<file path="src/rtl/alu_seq_exec.sv">
// alu_seq_exec: multi-cycle execute unit, single-cycle ALU ops plus bit-serial shifts
module alu_seq_exec #(
  parameter int WIDTH   = 32,
  parameter int SHAMT_W = 5
) (
  input  logic             clk,
  input  logic             rst,
  input  logic             in_valid,
  output logic             in_ready,
  input  logic [3:0]       ALUctrl,
  input  logic [WIDTH-1:0] ALUop1,
  input  logic [WIDTH-1:0] ALUop2,
  output logic             out_valid,
  input  logic             out_ready,
  output logic [WIDTH-1:0] ALUout,
  output logic             zero,
  output logic             illegal
);
  typedef enum logic [1:0] {IDLE, SHIFT, DONE} state_t;
  state_t state_q, state_d;
  logic [WIDTH-1:0] res_q, res_d, work_q, work_d, alu_r, step;
  logic [SHAMT_W-1:0] cnt_q, cnt_d, shamt;
  logic [1:0] sop_q, sop_d;
  logic zero_q, zero_d, ill_q, ill_d, is_shift;
  assign shamt    = ALUop2[SHAMT_W-1:0];
  assign is_shift = ALUctrl inside {4'd5, 4'd6, 4'd7};
  assign in_ready  = (state_q == IDLE) && !rst;
  assign out_valid = state_q == DONE;
  assign ALUout    = res_q;
  assign zero      = zero_q;
  assign illegal   = ill_q;
  always_comb begin
    alu_r = '0;
    case (ALUctrl)
      4'd0: alu_r = ALUop1 + ALUop2;
      4'd1: alu_r = ALUop1 - ALUop2;
      4'd2: alu_r = ALUop1 & ALUop2;
      4'd3: alu_r = ALUop1 | ALUop2;
      4'd4: alu_r = ALUop1 ^ ALUop2;
      4'd5, 4'd6, 4'd7: alu_r = ALUop1;
      4'd8: alu_r = {{(WIDTH-1){1'b0}}, $signed(ALUop1) < $signed(ALUop2)};
      4'd9: alu_r = {{(WIDTH-1){1'b0}}, ALUop1 < ALUop2};
      default: alu_r = '0;
    endcase
  end
  // sop encodes the low two ALUctrl bits of the shift: 01 sll, 10 srl, 11 sra
  assign step = sop_q == 2'b01 ? work_q << 1 :
                sop_q == 2'b10 ? work_q >> 1 : {work_q[WIDTH-1], work_q[WIDTH-1:1]};
  always_comb begin
    state_d = state_q;
    res_d   = res_q;
    zero_d  = zero_q;
    ill_d   = ill_q;
    work_d  = work_q;
    cnt_d   = cnt_q;
    sop_d   = sop_q;
    case (state_q)
      IDLE: if (in_valid) begin
        sop_d = ALUctrl[1:0];
        ill_d = ALUctrl > 4'd9;
        if (is_shift && shamt != '0) begin
          work_d  = ALUop1;
          cnt_d   = shamt;
          state_d = SHIFT;
        end else begin
          res_d   = alu_r;
          zero_d  = alu_r == '0;
          state_d = DONE;
        end
      end
      SHIFT: begin
        work_d = step;
        cnt_d  = cnt_q - 1'b1;
        if (cnt_q == SHAMT_W'(1)) begin
          res_d   = step;
          zero_d  = step == '0;
          state_d = DONE;
        end
      end
      DONE: state_d = out_ready ? IDLE : DONE;
      default: state_d = IDLE;
    endcase
  end
  always_ff @(posedge clk or posedge rst) begin
    if (rst) begin
      state_q <= IDLE;
      res_q   <= '0;
      zero_q  <= 1'b0;
      ill_q   <= 1'b0;
      work_q  <= '0;
      cnt_q   <= '0;
      sop_q   <= '0;
    end else begin
      state_q <= state_d;
      res_q   <= res_d;
      zero_q  <= zero_d;
      ill_q   <= ill_d;
      work_q  <= work_d;
      cnt_q   <= cnt_d;
      sop_q   <= sop_d;
    end
  end
endmodule

</file>
<file path="config.mk">
export PLATFORM = sky130hd
export DESIGN_NAME = alu_seq_exec
export DESIGN_NICKNAME = d
export VERILOG_FILES = /design/src/rtl/alu_seq_exec.sv
export SDC_FILE = /design/constraint.sdc
export NUM_CORES = 1
export LEC_CHECK = 0
export BUFFER_PORTS_ARGS = -buffer_cell sky130_fd_sc_hd__buf_2
export CAP_MARGIN = 20
export CELL_PAD_IN_SITES_DETAIL_PLACEMENT = 0
export CELL_PAD_IN_SITES_GLOBAL_PLACEMENT = 1
export CORE_ASPECT_RATIO = 1.4
export CORE_UTILIZATION = 48
export DETAILED_ROUTE_END_ITERATION = 12
export HOLD_SLACK_MARGIN = 0.15
export PLACE_DENSITY = 0.95
export SETUP_SLACK_MARGIN = 0.3
export SLEW_MARGIN = 15
export SYNTH_ARGS = -nofsm -noshare
export SYNTH_HDL_FRONTEND = slang
export SYNTH_SLANG_ARGS = --single-unit
</file>
<file path="constraint.sdc">
create_clock -name clk -period 4.7 [get_ports clk]
set_input_delay 0.705 -clock clk [delete_from_list [all_inputs] [get_ports clk]]
set_output_delay 0.705 -clock clk [all_outputs]
set_load 0.005 [all_outputs]
</file>
* After elaboration in Yosys (flattened, before gate mapping)
Index checks and enable logic that the tools add are counted.
Cells by class: add/subtract/negate cells 3, order comparisons 3, equality and inequality tests 18, muxes and demuxes 22, bitwise gates (word level) 3, reductions and logical operators 15
Operators with widths (number):
- 32-bit one-hot mux with 8 select lines | 1
- 32-bit 2-to-1 mux | 7
- 32-bit one-hot mux with 2 select lines | 2
- 32-bit logical NOT | 2
- 32-bit less-than comparator | 2
- 32-bit adder | 1
- 32-bit AND | 1
- 32-bit bitwise OR | 1
- 32-bit subtractor | 1
- 32-bit bitwise XOR | 1
- 4-bit by 3-bit equality test with 1-bit output, second input constant | 4
- 5-bit 2-to-1 mux | 2
- 5-bit one-hot mux with 2 select lines | 1
- 4-bit by 2-bit equality test with 1-bit output, second input constant | 2
- 4-bit equality test, second input constant | 2
- 2-bit 2-to-1 mux | 4
- 2-bit != test, second input constant | 3
- 2-bit one-hot mux with 3 select lines | 1
- 5-bit by 1-bit equality test with 1-bit output, second input constant | 1
- 5-bit nonzero test | 1
- 5-bit by 1-bit subtractor with 5-bit output, second input constant | 1
- 2-bit by 1-bit equality test with 1-bit output, second input constant | 2
- 2-bit equality test, second input constant | 2
- 4-bit by 1-bit equality test with 1-bit output, second input constant | 1
- 14 further kinds | 18
Storage, ports and cells: bits in registers 75, input bits 72, output and inout bits 36, word-level logic and storage cells 71

* Depth between registers and ports, before layout
Gate-level depths: netlist of the first run.
depth after elaboration 7, gate-level depth with buffers 15, mapped depth without buffers 15

* Least setup slack after synthesis of the first run
No wires, ideal clock.
path type input to register, start in ALUop1[0], end reg res_q[28] (netlist: ALUout[28]), setup time 64 ps, data arrival time 3494 ps, data required time 4636 ps, path slack 1142 ps, cell stages on the path 15, path buffers 0, cell sequence ha_1 > inv_1 > fa_1 > nand2b_1 > a211o_1 > a21o_1 > o31ai_2 > a31oi_1 > o21a_1 > o41ai_1 > nor2_1 > nor3_1 > a21oi_1 > a211oi_1 > a21o_1
On the way: longest elaborated chain between the ends 5, elaborated cells between the ends (all ways) 6, those cells by class add/sub (2); mux (4)
Ends and longest elaborated chain:
- start: declaration | RTL line 11 | input logic [WIDTH-1:0] ALUop1,
- 32-bit subtractor or 32-bit adder (tied branches) | RTL line 36, 35
- 32-bit one-hot mux with 8 select lines (*) | RTL line 34 | case (ALUctrl)
- 32-bit 2-to-1 mux (*) | RTL line 61 | if (is_shift && shamt != '0) begin
- 32-bit 2-to-1 mux (*) | RTL line 58 | IDLE: if (in_valid) begin
- 32-bit one-hot mux with 2 select lines (*) | RTL line 57 | case (state_q)
- end signal: assignment | RTL line 95 | res_q <= res_d;
- end: declaration | RTL line 21 | logic [WIDTH-1:0] res_q, res_d, work_q, work_d, alu_r, step;
Mark *: on every way between the ends. The rest lies on a longest branch, timed or not. The select of a mux whose other input is x is not followed. A chain may end at the register's enable or synchronous reset.

* Worst setup path in the final report of the first run
start in ALUop2[0], end reg res_q[28] (netlist: ALUout[28])
On the way: longest elaborated chain between the ends 5, elaborated cells between the ends (all ways) 10, those cells by class add/sub (2); eq/ne (1); mux (4); reduce/logical (3)
Ends and longest elaborated chain:
- start: declaration | RTL line 12 | input logic [WIDTH-1:0] ALUop2,
- 32-bit subtractor or 32-bit adder (tied branches) | RTL line 36, 35
- 32-bit one-hot mux with 8 select lines | RTL line 34
- 32-bit 2-to-1 mux | RTL line 61
- 32-bit 2-to-1 mux | RTL line 58
- 32-bit one-hot mux with 2 select lines | RTL line 57
Several ways; a longest one is shown, not always the timed one. The select of a mux whose other input is x is not followed.

==> summary.md, run 1 <==
| Metric | Value |
|---|---|
| Outcome | `finished, final reports clean` |
| R2r endpoint | `zero` |
| Share of layout cells above drive strength 1 | `14.3%` |
| Worst path arrival time | `4.52 ns` |
| Placed cells | `1671` |
| Unrepaired setup endpoints after global routing | `no` |
| IO Count | `108` |
| Largest net degree at the start of global routing | `81` |
| Area grow syn2layout | `11.7%` |
| Post CTS Setup Buffer Count | `0` |
| Crit path kind | `in2reg` |
| CTS tree | `yes` |
| EDFF count, synth | `0` |
| Total GRT Usage | `34.4%` |
| Max IR drop VDD | `230 uV` |
| Most common cell after layout, fill and taps aside | `nand2_1` |
| Post-DP HPWL | `28100 microns` |
| Clock skew | `0.00857 ns` |
| Crit end category | `register` |
| Met3 usage | `4.84%` |
| Mapped Cells | `1365` |
| Hold WC Path Type | `in2async` |
| Netlist cell types | `93` |
| Gp weighted congestion | `0.981` |
| Number of global-route vias before repair | `10100` |
| Core ar. | `0.0200 sq mm` |
| Slew Viols, Final | `0` |
| Final net count | `1620` |
| Num rows | `61` |
| Min Hold Slack | `0.286 ns` |
| Critical path launch point type | `primary input` |
| Final worst setup slack | `0.458 ns` |
| CTS Root Cell | `clkbuf_16` |
| Synth Area per Inst | `7.23 sq um` |
| Clk_lat worst skew | `0.34 ns` |
| Yosys reg bits | `75` |
| GRT overflow | `0` |
| Worst EP required | `4.98 ns` |
| Pwr dens | `362 mW/mm^2` |
| Met2 usage | `55.7%` |
| Die Span Y | `172 microns` |
| Reg2Reg Depth | `12` |
| Setup TNS | `0 ns` |
| Mapped cell area | `0.00987 sq mm` |
| Vias | `10900` |
| RR Startpoint | `state_q[1]` |
| Worst-path clk slew | `0.06 ns` |
| Register area | `0.00188 sq mm` |
| Number of max-cap violations | `0` |
| Leakage power | `5.24 nW` |
| Initial DRC count | `1120` |
| Post-cts repair resize count | `0` |
| Busiest grt layer | `met2` |
| WL/cell | `21.3 microns` |
| Fmax | `236 MHz` |
| Vias per cell | `6.45` |
| 1st-pass router iterations | `6` |
| PortBufs | `107` |
| Final Non-Filler Cells | `1689` |
| Synth Flop Type | `dfrtp_1` |
| Clock Path Buffers | `2` |
| Die Area | `0.0212 sq mm` |
| CTS Sinks | `75` |
| Pre-CTS setup slack | `0.216 ns` |
| Worst slew margin | `26.5%` |
| Mapped Nets | `1554` |
| Fill cell count | `1997` |
| CTS Buf Count | `9` |
| Initial Utilization | `49.4%` |
| Min Tclk post-route | `4.24 ns` |
| H-tree depth | `3` |
| Die X | `123 microns` |
| Area of the multi-input gates | `0.00726 sq mm` |
| Initial antenna violation count | `1` |
| Fin crit share | `90.3%` |
| Final WL | `36000 microns` |
| DRC | `0` |
| Hold buffer count at CTS | `0` |
| Most frequent cells in the layout | `173 x nand2_1, 130 x o21ai_0, 115 x nor2_1, 115 x ha_1, 107 x buf_2` |
| Finish-stage setup viols | `0` |
| Met1 GRT Util | `44.3%` |
| Antenna-violating nets left | `0` |
| YS warnings | `0` |
| Reg2reg setup slack | `1.40 ns` |
| Crit path max fanout | `4` |
| First-pass GRT wire length | `55700 microns` |
| Final Hold Fails | `0` |
| Worst-margin pin slew | `1.10 ns` |
| Asr flop ratio synth | `100%` |
| Register area share after synthesis | `19.0%` |
flip-flops by register name, indices dropped and copies added, names as in the netlist:
register,count
ALUout,32
zero,1
sop_q,2
state_q,2
cnt_q,5
work_q,32
illegal,1
metrics by stage:
step	cell area (sq um)	utilization (%)	power (W)
3_3_place_gp	10700	53.4	0.00317
6_report	11000	55.1	0.00399
3_5_place_dp	10700	53.4	0.00319
4_1_cts	11000	55.0	0.00395
2_1_floorplan	9870	-	0.00248
5_1_grt	11000	55.1	0.00428
cells by family after synthesis:
kind of cell | Yosys count | share of synthesized area [%]
flip-flops | 75 | 19.0
AND/OR/NAND/NOR | 460 | 22.0
adder cells (fa/ha/maj) | 117 | 15.0
XOR/XNOR | 3 | 0.266
AO/OA/AOI/OAI | 490 | 33.5
buffers and inverters | 198 | 7.97
multiplexers | 22 | 2.29
report_power, final:
group	internal [W]	switching [W]	total, W
Sequential	0.000943	0.000272	0.00122
Combinational	0.000747	0.00127	0.00202
Clock	0.000479	0.000277	0.000756
Total	0.00217	0.00182	0.00399
routing by layer:
layer	wire length, microns	part of all wire (%)
met5	0	0
met4	1640	4.5
met3	3080	8.5
met2	16800	46
met1	14600	40
Yosys cell counts (11+ instances only):
cell      instances  area (sq um)
nor2b_1          15          93.8
a211oi_1         22           165
dfrtp_1          75          1880
a221oi_1         16           140
buf_2            14          70.1
o21ai_1          11          55.1
a21o_1           22           165
a31oi_1          16           100
a21oi_1         100           500
clkbuf_1         68           255
and3_1           13          81.3
o21ai_0         130           651
mux2i_1          17           170
inv_1           106           398
o31ai_1          30           225
ha_1            115          1440
o211ai_1         18           135
o21bai_1         11          82.6
nand4_1          15          93.8
nor3_1           32           160
nand3_1          26           130
nand2b_1         14          87.6
nor2_1          115           432
nand2_1         173           649
nor4_1           14          87.6
worst max path at each step:
| stage | start | to | cells after the start |
|---|---|---|---|
| final | ALUop2[0] | ALUout[28] | 16 |
| after global routing | ALUop1[0] | ALUout[28] | 16 |
| after CTS | ALUop1[0] | ALUout[28] | 16 |
| after detailed placement | ALUop1[0] | ALUout[28] | 16 |
| after global placement | ALUop1[0] | ALUout[28] | 16 |
| after floorplan | ALUop1[0] | ALUout[28] | 15 |
layout make-up:
class,count,share of cell area [%]
multi-input combinational,1092,65.8
sequential,75,17.0
timing repair buffer,146,7.63
inverter,107,3.64
tap,252,2.86
clock buffer,10,2.17
clock inverter,6,0.806
antenna,1,0.0227
worst max-delay path: stages:
cell and delay [ns]:
buf_2 0.14, ha_1 0.20, inv_1 0.06, fa_1 0.42
nand2b_1 0.22, a211o_1 0.35, a21o_1 0.23, o31ai_2 0.52
a31oi_1 0.24, o21a_1 0.28, o41ai_1 0.33, nor2_1 0.13
nor3_1 0.15, a21oi_1 0.09, a211oi_1 0.35, a21o_1 0.12
Note: power is estimated with default switching activity, not from simulation.
==> run 2: changes to the inputs <==
- BUFFER_PORTS_ARGS: -buffer_cell sky130_fd_sc_hd__buf_2 -> -buffer_cell sky130_fd_sc_hd__buf_4
==> run 2 against run 1 <==
Critical path depth unchanged. Largest power group unchanged. Combinational power up 4%. Sequential power about the same. Non-clock buffer count down 12. Sequential cell count unchanged. Clock skew down 0.0046 ns. Via count down 0.85%. Power down 0.49%. Critical endpoint unchanged. First-iteration DRC count up 4.4%. Utilization up 0.54 points. Worst hold slack better by 0.19 ns. Final cell count down 0.77%.
==> summary.md, run 2 (same netlist as run 1, synthesis figures left out) <==
| Metric | Value |
|---|---|
| CP max stage delay | `0.44 ns` |
| Most common cell after layout, fill and taps aside | `nand2_1` |
| Placed Area | `0.0108 sq mm` |
| Leakage power | `5.23 nW` |
| Clk_lat worst skew | `0.33 ns` |
| H-tree depth | `3` |
| Crit path max fanout | `4` |
| Initial DRC count | `1169` |
| Reg2Reg Depth | `12` |
| Worst EP required | `4.98 ns` |
| Hold WC Path Type | `reg2reg` |
| Crit path kind | `in2reg` |
| Area of the multi-input gates | `0.00725 sq mm` |
| Number of global-route vias before repair | `10100` |
| Min Tclk post-route | `4.09 ns` |
| Register area | `0.00188 sq mm` |
| Diodes inserted | `0` |
| Final worst setup slack | `0.611 ns` |
| Pwr dens | `357 mW/mm^2` |
| Worst path arrival time | `4.37 ns` |
| CTS tree | `yes` |
| Post-DP HPWL | `27500 microns` |
| Initial antenna violation count | `0` |
| Worst slew margin | `17.8%` |
| Area grow syn2layout | `12.8%` |
| Critical path launch point type | `primary input` |
| R2r endpoint | `zero` |
| Gp weighted congestion | `1.04` |
| Number of max-cap violations | `0` |
| Worst Setup EP | `ALUout[28]` |
| Fmax | `245 MHz` |
| Fill cell count | `1977` |
| Num rows | `61` |
| Worst-margin pin slew | `1.23 ns` |
| Finish-stage setup viols | `0` |
| Hold buffer count at CTS | `0` |
| First-pass GRT wire length | `55000 microns` |
| Fin crit share | `87.0%` |
| CTS Root Cell | `clkbuf_16` |
| Crit end category | `register` |
| DRC | `0` |
| Clock skew | `0.00398 ns` |
| CTS Buf Count | `9` |
| Most frequent cells in the layout | `173 x nand2_1, 134 x buf_4, 130 x o21ai_0` |
| Final WL | `35500 microns` |
| Total GRT Usage | `33.7%` |
| Largest net degree at the start of global routing | `81` |
| Die Area | `0.0212 sq mm` |
| Antenna-violating nets left | `0` |
| Pre-CTS setup slack | `0.322 ns` |
| Post-cts repair resize count | `0` |
| Core ar. | `0.0200 sq mm` |
| Tot Pwr | `0.00397 W` |
| GRT overflow | `0` |
| Die Span Y | `172 microns` |
| Worst-path clk slew | `0.06 ns` |
| Reg2reg setup slack | `1.47 ns` |
| PortBufs | `107` |
| Share of layout cells above drive strength 1 | `13.4%` |
| Final Hold Fails | `0` |
| Placed cells | `1660` |
| Die X | `123 microns` |
| 1st-pass router iterations | `6` |
| Unrepaired setup endpoints after global routing | `no` |
| Crit path max-delay cell type | `o31ai_2` |
| Vias per cell | `6.45` |
| Post CTS Setup Buffer Count | `0` |
| Vias | `10800` |
| Max IR drop VDD | `221 uV` |
| WL/cell | `21.2 microns` |
| Slew Viols, Final | `0` |
| Post-route cell area | `0.0111 sq mm` |
| Final Non-Filler Cells | `1676` |
| CTS Sinks | `75` |
| Clock Path Buffers | `2` |
| RR Startpoint | `state_q[1]` |
| IO Count | `108` |
| Initial Utilization | `49.4%` |
| CP cell instances | `buf_4, ha_1, inv_1, fa_1, nand2b_1, a211o_1, a21o_1, o31ai_2, a31oi_1, o21a_1, o41ai_1, nor2_1, nor3_1, a21oi_1, a211oi_1, a21o_1` |
| Setup crit start | `ALUop1[0]` |
| Outcome | `finished, final reports clean` |
| Setup TNS | `0 ns` |
| CP dominant cell by count | `a21o_1` |
| Final net count | `1608` |
## run 2: worst max-delay path, delay by kind of cell
family          cells  cell delay (ns)
buf+inv             2             0.19
compound gates      9             2.37
simple gates        3             0.48
fa+ha+maj           2             0.62
## run 2: power breakdown
| part | internal (W) | total, W | switching (W) |
|---|---|---|---|
| clock | 0.000387 | 0.000650 | 0.000262 |
| combinational | 0.000825 | 0.00210 | 0.00127 |
| sequential | 0.000944 | 0.00122 | 0.000280 |
## run 2: worst min path at each step
stage	startpoint	to	depth (start not counted)
5_1_grt	ALUout[20]	ALUout[20]	1
3_5_place_dp	ALUout[20]	ALUout[20]	1
6_report	ALUout[12]	ALUout[12]	2
3_3_place_gp	ALUout[10]	ALUout[10]	2
2_1_floorplan	work_q[0]	work_q[0]	2
4_1_cts	ALUout[20]	ALUout[20]	1
## run 2: cell type report
class                           instances  area share [%]
Clock inverter                          3           0.191
Timing Repair Buffer                  134            9.04
Inverter                              107            3.61
Sequential cell                        75            16.9
Clock buffer                           13            2.34
Tap cell                              252            2.83
Multi-Input combinational cell       1092            65.1
## run 2: through the flow
step | utilization, % | hold slack [ns]
floorplan | - | 0.450
global placement | 54.3 | 0.463
detailed placement | 54.3 | 0.468
CTS | 55.7 | 0.481
global route | 55.7 | 0.505
finish | 55.7 | 0.475
## run 2: layer usage
metal	wire length [microns]	up-vias	global-route usage, %
met3	2570	88	2.62
met2	16800	545	56.3
met4	1310	0	14.5
li1	-	5039	-
met5	0	-	0
met1	14800	5134	44.1
